$ cat config.mk
export PLATFORM = sky130hd
export DESIGN_NAME = instr_sequencer
export DESIGN_NICKNAME = d
export VERILOG_FILES = /design/src/rtl/instr_sequencer_pkg.sv /design/src/rtl/instr_sequencer_decod7seg.sv /design/src/rtl/instr_sequencer.sv
export SDC_FILE = /design/constraint.sdc
export NUM_CORES = 1
export LEC_CHECK = 0
export BUFFER_PORTS_ARGS = -buffer_cell sky130_fd_sc_hd__buf_2
export CORE_MARGIN = 3
export CORE_UTILIZATION = 25
export DETAILED_ROUTE_END_ITERATION = 10
export PLACE_DENSITY = 0.45
export SYNTH_ARGS = -nofsm -noshare
export SYNTH_HDL_FRONTEND = slang
export SYNTH_SLANG_ARGS = --single-unit
$ cat constraint.sdc
create_clock -name clk -period 3.4 [get_ports clk]
set_input_delay 0.17 -clock clk [delete_from_list [all_inputs] [get_ports clk]]
set_output_delay 0.17 -clock clk [all_outputs]
set_load 0.05 [all_outputs]
$ cat src/rtl/instr_sequencer_pkg.sv
// Shared types for the instruction sequencer: FSM state encoding, status nibble
// bit positions and the hex-to-seven-segment mapping.
package instr_sequencer_pkg;

    typedef enum logic [1:0] {
        ST_IDLE  = 2'd0,
        ST_FETCH = 2'd1,
        ST_ISSUE = 2'd2,
        ST_WAIT  = 2'd3
    } state_e;

    localparam int STAT_RUN  = 0;
    localparam int STAT_BUSY = 1;
    localparam int STAT_ERR  = 2;
    localparam int STAT_DONE = 3;

    // Active-high segments, bit 0 = a ... bit 6 = g
    function automatic logic [6:0] hex_to_seg(input logic [3:0] nib);
        logic [6:0] seg;
        case (nib)
            4'h0: seg = 7'h3F;
            4'h1: seg = 7'h06;
            4'h2: seg = 7'h5B;
            4'h3: seg = 7'h4F;
            4'h4: seg = 7'h66;
            4'h5: seg = 7'h6D;
            4'h6: seg = 7'h7D;
            4'h7: seg = 7'h07;
            4'h8: seg = 7'h7F;
            4'h9: seg = 7'h6F;
            4'hA: seg = 7'h77;
            4'hB: seg = 7'h7C;
            4'hC: seg = 7'h39;
            4'hD: seg = 7'h5E;
            4'hE: seg = 7'h79;
            4'hF: seg = 7'h71;
            default: seg = 7'h00;
        endcase
        return seg;
    endfunction

endpackage

$ cat src/rtl/instr_sequencer_decod7seg.sv
// Single-digit hex to seven-segment decoder (active-high, a in bit 0).
module instr_sequencer_decod7seg
    import instr_sequencer_pkg::*;
(
    input  logic [3:0] nibble_i,
    output logic [6:0] seg_o
);

    assign seg_o = hex_to_seg(nibble_i);

endmodule

$ cat src/rtl/instr_sequencer.sv
// Program-RAM instruction sequencer: issues entries over valid/ready in single-step
// or auto-run mode, captures results and shows them on seven-segment digits.
module instr_sequencer
    import instr_sequencer_pkg::*;
#(
    parameter int INSTR_W  = 22,
    parameter int DEPTH    = 21,
    parameter int ADDR_W   = 5,
    parameter int RESULT_W = 16,
    parameter int DIGITS   = 4,
    parameter int TIMEOUT  = 1024
) (
    input  logic                  clk,
    input  logic                  rst,
    input  logic                  step_i,
    input  logic                  run_i,
    input  logic                  disp_sel_i,
    input  logic                  prog_we_i,
    input  logic [ADDR_W-1:0]     prog_addr_i,
    input  logic [INSTR_W-1:0]    prog_data_i,
    output logic [INSTR_W-1:0]    instr_o,
    output logic                  instr_valid_o,
    input  logic                  instr_ready_i,
    input  logic [RESULT_W-1:0]   result_i,
    input  logic                  result_valid_i,
    output logic [ADDR_W-1:0]     pc_o,
    output logic                  busy_o,
    output logic                  done_o,
    output logic                  err_o,
    output logic [7*DIGITS-1:0]   seg_o
);

    localparam int CNT_W = $clog2(TIMEOUT);

    logic [INSTR_W-1:0]  prog_mem_q [DEPTH];

    state_e              state_q,  state_d;
    logic [ADDR_W-1:0]   pc_q,     pc_d;
    logic [INSTR_W-1:0]  instr_q,  instr_d;
    logic                valid_q,  valid_d;
    logic                busy_q,   busy_d;
    logic                done_q,   done_d;
    logic                err_q,    err_d;
    logic [RESULT_W-1:0] result_q, result_d;
    logic [CNT_W-1:0]    tmo_q,    tmo_d;
    logic                step_q;

    logic                req_s;
    logic                start_s;
    logic                last_s;
    logic                auto_s;
    logic [3:0]          status_s;
    logic [4*DIGITS-1:0] disp_val_s;

    // Next-state and next-output computation for the sequencer FSM
    always_comb begin
        req_s    = step_i & ~step_q;
        auto_s   = run_i & ~err_q;
        // A timeout blocks auto-run; an explicit step still goes through in single-step
        start_s  = run_i ? (~err_q & (req_s | ~done_q)) : req_s;
        last_s   = (pc_q == ADDR_W'(DEPTH - 1));

        state_d  = state_q;
        pc_d     = pc_q;
        instr_d  = instr_q;
        valid_d  = valid_q;
        err_d    = err_q;
        result_d = result_q;
        tmo_d    = tmo_q;

        if (req_s || !run_i) begin
            done_d = 1'b0;
        end else begin
            done_d = done_q;
        end

        case (state_q)
            ST_IDLE: begin
                if (start_s) begin
                    state_d = ST_FETCH;
                end else begin
                    state_d = ST_IDLE;
                end
            end
            ST_FETCH: begin
                instr_d = prog_mem_q[pc_q];
                valid_d = 1'b1;
                state_d = ST_ISSUE;
            end
            ST_ISSUE: begin
                if (valid_q && instr_ready_i) begin
                    valid_d = 1'b0;
                    tmo_d   = '0;
                    state_d = ST_WAIT;
                end else begin
                    state_d = ST_ISSUE;
                end
            end
            ST_WAIT: begin
                // Result is checked before expiry so a strobe on the last cycle still counts
                if (result_valid_i) begin
                    result_d = result_i;
                    pc_d     = last_s ? '0 : pc_q + ADDR_W'(1);
                    if (auto_s && last_s) begin
                        done_d  = 1'b1;
                        state_d = ST_IDLE;
                    end else if (auto_s) begin
                        state_d = ST_FETCH;
                    end else begin
                        state_d = ST_IDLE;
                    end
                end else if (tmo_q == CNT_W'(TIMEOUT - 1)) begin
                    err_d   = 1'b1;
                    state_d = ST_IDLE;
                end else begin
                    tmo_d   = tmo_q + CNT_W'(1);
                end
            end
            default: begin
                state_d = ST_IDLE;
                valid_d = 1'b0;
            end
        endcase

        busy_d = (state_d != ST_IDLE);
    end

    // State, datapath and output registers
    always_ff @(posedge clk) begin
        if (rst) begin
            state_q  <= ST_IDLE;
            pc_q     <= '0;
            instr_q  <= '0;
            valid_q  <= 1'b0;
            busy_q   <= 1'b0;
            done_q   <= 1'b0;
            err_q    <= 1'b0;
            result_q <= '0;
            tmo_q    <= '0;
            step_q   <= 1'b0;
        end else begin
            state_q  <= state_d;
            pc_q     <= pc_d;
            instr_q  <= instr_d;
            valid_q  <= valid_d;
            busy_q   <= busy_d;
            done_q   <= done_d;
            err_q    <= err_d;
            result_q <= result_d;
            tmo_q    <= tmo_d;
            step_q   <= step_i;
        end
    end

    // Program RAM write port, open only while idle; contents survive reset
    always_ff @(posedge clk) begin
        if (prog_we_i && (state_q == ST_IDLE) && (int'(prog_addr_i) < DEPTH)) begin
            prog_mem_q[prog_addr_i] <= prog_data_i;
        end
    end

    // Display source selection: result, or {pc, status} with pc zero-padded upward
    always_comb begin
        status_s            = 4'b0000;
        status_s[STAT_RUN]  = run_i;
        status_s[STAT_BUSY] = busy_q;
        status_s[STAT_ERR]  = err_q;
        status_s[STAT_DONE] = done_q;
        if (disp_sel_i) begin
            disp_val_s = {{(4*DIGITS-4-ADDR_W){1'b0}}, pc_q, status_s};
        end else begin
            disp_val_s = result_q;
        end
    end

    for (genvar d = 0; d < DIGITS; d++) begin : g_digit
        instr_sequencer_decod7seg u_dec (
            .nibble_i (disp_val_s[4*d +: 4]),
            .seg_o    (seg_o[7*d +: 7])
        );
    end

    assign instr_o       = instr_q;
    assign instr_valid_o = valid_q;
    assign pc_o          = pc_q;
    assign busy_o        = busy_q;
    assign done_o        = done_q;
    assign err_o         = err_q;

endmodule
==> impl_metrics.yaml <==
status:
  outcome: "completed"
detailed_routing:
  antenna_left: 0
  vias: 12400
  drc: 0
  wl_met1_um: 25900
  wl_met3_um: 2860
  first_pass_iters: 4
  avgViaCountPerCell: 4.59
  dr.first_iter.drc_count: 945
  routed_wl_um: 59300
  wl_per_cell_um: 22.0
  met2_length_um: 29500
  route.top_layer_used: "met5"
logic_synthesis:
  netlist_instances: 1315
  synth_cell_types: 61
  yosys_warnings: 0
  synth_area_um2: 21700
  ys.flop_type: "edfxtp_1"
  yosysSeqAreaShare_pct: 69.4
  synth-seq-cells: 522
  syn_nets: 1397
  syn_avg_cell_area_um2: 16.5
  synth-edff-count: 462
  ys_async_sr_fraction_pct: 0
flow_run:
  cap_viol_max_count: 0
clock_network:
  htreeDepth: 2
  cts_buffer_depth: 3
  cts_buffers: 55
  clk_pin_slew_worst_paths_ns: 0.06
  clk-insertion-delay-late_ns: 0.61
  cts_root_buf: "clkbuf_16"
  post_cts_buffers: 0
  cts_sinks: 522
  cts_tree: "built"
die:
  initial_core_util_pct: 25.4
  io_pins: 110
  core_um2: 85700
  fp.dieH_um: 301
  fp-row-count: 107
  die_w_um: 301
  dieArea_um2: 90500
place:
  io_buffers: 109
  dp.cells: 2538
  place_congestion: 0.794
  hpwl_um: 34800
  place_ws_ns: 0.715
power:
  p_clk_share_pct: 42.6
  seq_power_share_pct: 50.8
  comb_power_share_pct: 6.6
  power.leakage_nw: 8.55
  sw_frac_of_total_pct: 22.6
  p_int_mw: 10.9
  powerDensity_nw_per_um2: 537
  p_sw_mw: 3.17
  irDropWorstVdd_mv: 0.336
sta:
  fmax_ghz: 0.329
  drv_slew: 0
  hold_viol: 0
  fin_skew_ns: 0.0247
  worst_slack_ns: 0.363
  tns_ns: 0
  period_needed_ns: 3.04
  setup_viol: 0
  holdWs_ns: 0.0221
  finalCritPeriodShare_pct: 89.3
  tightestPinTransition_ns: 1.01
  max_slew_margin_pct: 32.2
  rsz0062_at_grt: "no"
critical_path:
  reg2regPathDepth: 4
  timing.rr.end: "prog_mem_q[2][11]$_DFFE_PP_"
  arrival_ns: 2.87
  rrSetupSlack_ns: 0.92
  path_class: "reg2out"
  critPathLaunchType: "flip-flop"
  crit_required_ns: 3.23
  r2r-start: "state_q[1]$_SDFF_PP0_"
  worstSetupEndpointType: "primary output"
  crit_fanout: 33
worst_hold_path:
  min_from: "prog_data_i[19]"
  hp-class: "in2reg"
  whs_endpoint: "prog_mem_q[3][19]$_DFFE_PP_"
  worstHoldPathCells: 1
global_route:
  grtUsageTotal_pct: 13.1
  grt_max_degree: 43
  grt_overflow: 0
  grt_pass1_wl_um: 87600
  antenna_found_initial: 3
  grt_pass1_vias: 12800
finish:
  drive_gt1_share_pct: 26.4
  num-nets-final: 1586
  syn2layout_area_growth_pct: 20.4
  final_cells: 2694
-- cell families (layout without fill, tap and decap cells) --
group	Yosys count	count (layout)	share of synthesized area, %
other cells	0	1	0
simple gates	303	303	6.67
fa+ha+maj	31	31	1.78
compound gates	160	160	5.77
xor+xnor	3	3	0.121
mux	179	179	13.6
buf+inv	117	351	2.68
flops	522	522	69.4
-- layer usage --
metal | vias to the layer above | global-route usage [%]
li1 | 5571 | -
met1 | 6433 | 17.0
met2 | 289 | 22.5
met3 | 67 | 2.41
met4 | 2 | 2.97
met5 | - | 0
-- sequential cells by signal, summed over array words and instances, names as in the netlist --
register / cells
busy_o: 1
instr_valid_o: 1
instr_o: 22
pc_o: 5
done_o: 1
tmo_q: 10
result_q: 16
step_q: 1
prog_mem_q: 462
err_o: 1
state_q: 2
-- repair_timing --
item,4_1_cts,5_1_grt
endpoints found under the setup margin,0,0
hold buffers,53,0
resized for setup,0,0
hold endpoints to repair,320,0
-- critical path, cell delays in order, from the launching register on --
cell	delay [ns]
dfxtp_4	0.73
mux2i_1	0.32
ha_1	0.39
inv_1	0.04
mux4_2	0.44
inv_1	0.06
buf_2	0.25
-- layout by cell type (no fill, tap or decap), types with 5 or more instances in the layout --
master / instances
a2111o_1: 5
a21oi_1: 56
a31oi_1: 6
and3_1: 26
buf_12: 10
buf_2: 109
buf_4: 32
bufinv_16: 6
clkbuf_1: 10
clkbuf_16: 57
clkinv_1: 16
clkinv_2: 9
dfxtp_1: 57
dlygate4sd3_1: 53
edfxtp_1: 462
ha_1: 31
inv_1: 43
mux2_2: 28
mux2i_1: 61
mux4_2: 89
nand2_1: 75
nand2b_1: 5
nand3_1: 54
nand4_1: 6
nor2_1: 65
nor2_2: 16
nor2b_1: 7
o2111ai_1: 28
o21ai_0: 8
o22a_1: 5
o41ai_1: 7
o41ai_2: 15
or2_2: 19
-- final cells by class --
type,count,area [um2]
fill,8474,59500
antenna,1,2.50
timing repair buffer,204,1520
inverter,45,169
clock buffer,69,1490
sequential,522,15100
multi-input combinational,676,6150
clock inverter,33,309
tap,1144,1430
-- how the worst max path moves through the flow --
stage | slack, ns | end | start
4_1_cts | 0.25 | seg_o[10] | pc_o[1]$_SDFFE_PP0P_
3_3_place_gp | 0.79 | seg_o[17] | disp_sel_i
3_5_place_dp | 0.72 | seg_o[17] | disp_sel_i
5_1_grt | 0.1 | seg_o[10] | pc_o[1]$_SDFFE_PP0P_
6_report | 0.36 | seg_o[10] | pc_o[1]$_SDFFE_PP0P_
2_1_floorplan | 0.17 | seg_o[17] | pc_o[4]$_SDFFE_PP0P_
-- power groups by stage --
stage	Clock [mW]	Sequential (mW)	Combinational (mW)
final	5.98	7.15	0.923
after global routing	6.42	7.16	0.998
after CTS	6.17	7.15	0.936
after detailed placement	0	7.29	0.892
after global placement	0	7.28	0.885
after floorplan	0	7.45	0.374
-- through the flow --
step | area (um2) | power, mW | utilization [%]
2_1_floorplan | 21700 | 7.82 | -
3_3_place_gp | 23800 | 8.17 | 27.8
3_5_place_dp | 23800 | 8.18 | 27.8
4_1_cts | 26200 | 14.3 | 30.5
5_1_grt | 26200 | 14.6 | 30.5
6_report | 26200 | 14.1 | 30.5
-- synth_stat cells, types with 3 or more instances --
cell / count / area (um2)
nand3b_1: 3 / 22.5
ha_1: 31 / 388
dfxtp_1: 60 / 1200
mux4_2: 89 / 2000
o22ai_1: 3 / 18.8
o41ai_1: 7 / 61.3
nand2b_1: 6 / 37.5
buf_8: 3 / 45.0
o211ai_1: 4 / 30.0
a211oi_1: 4 / 30.0
o41ai_2: 15 / 244
a21oi_1: 56 / 280
mux2i_1: 61 / 611
mux2_2: 28 / 315
edfxtp_1: 462 / 13900
nand3_1: 54 / 270
o2111ai_1: 28 / 245
buf_6: 9 / 101
buf_2: 18 / 90.1
nor2b_1: 8 / 50.1
nand2_1: 75 / 282
inv_1: 43 / 161
a2111o_1: 5 / 56.3
o21ai_0: 8 / 40.0
a22o_1: 3 / 26.3
buf_1: 4 / 15.0
or2_2: 19 / 119
a31oi_1: 6 / 37.5
or2_1: 4 / 25.0
nor2_1: 82 / 308
o22a_1: 5 / 43.8
xor2_1: 3 / 26.3
nor3_1: 8 / 40.0
and3_1: 26 / 163
nand4_1: 6 / 37.5
clkbuf_1: 36 / 135
No activity file was read; power rests on OpenSTA's default activity.
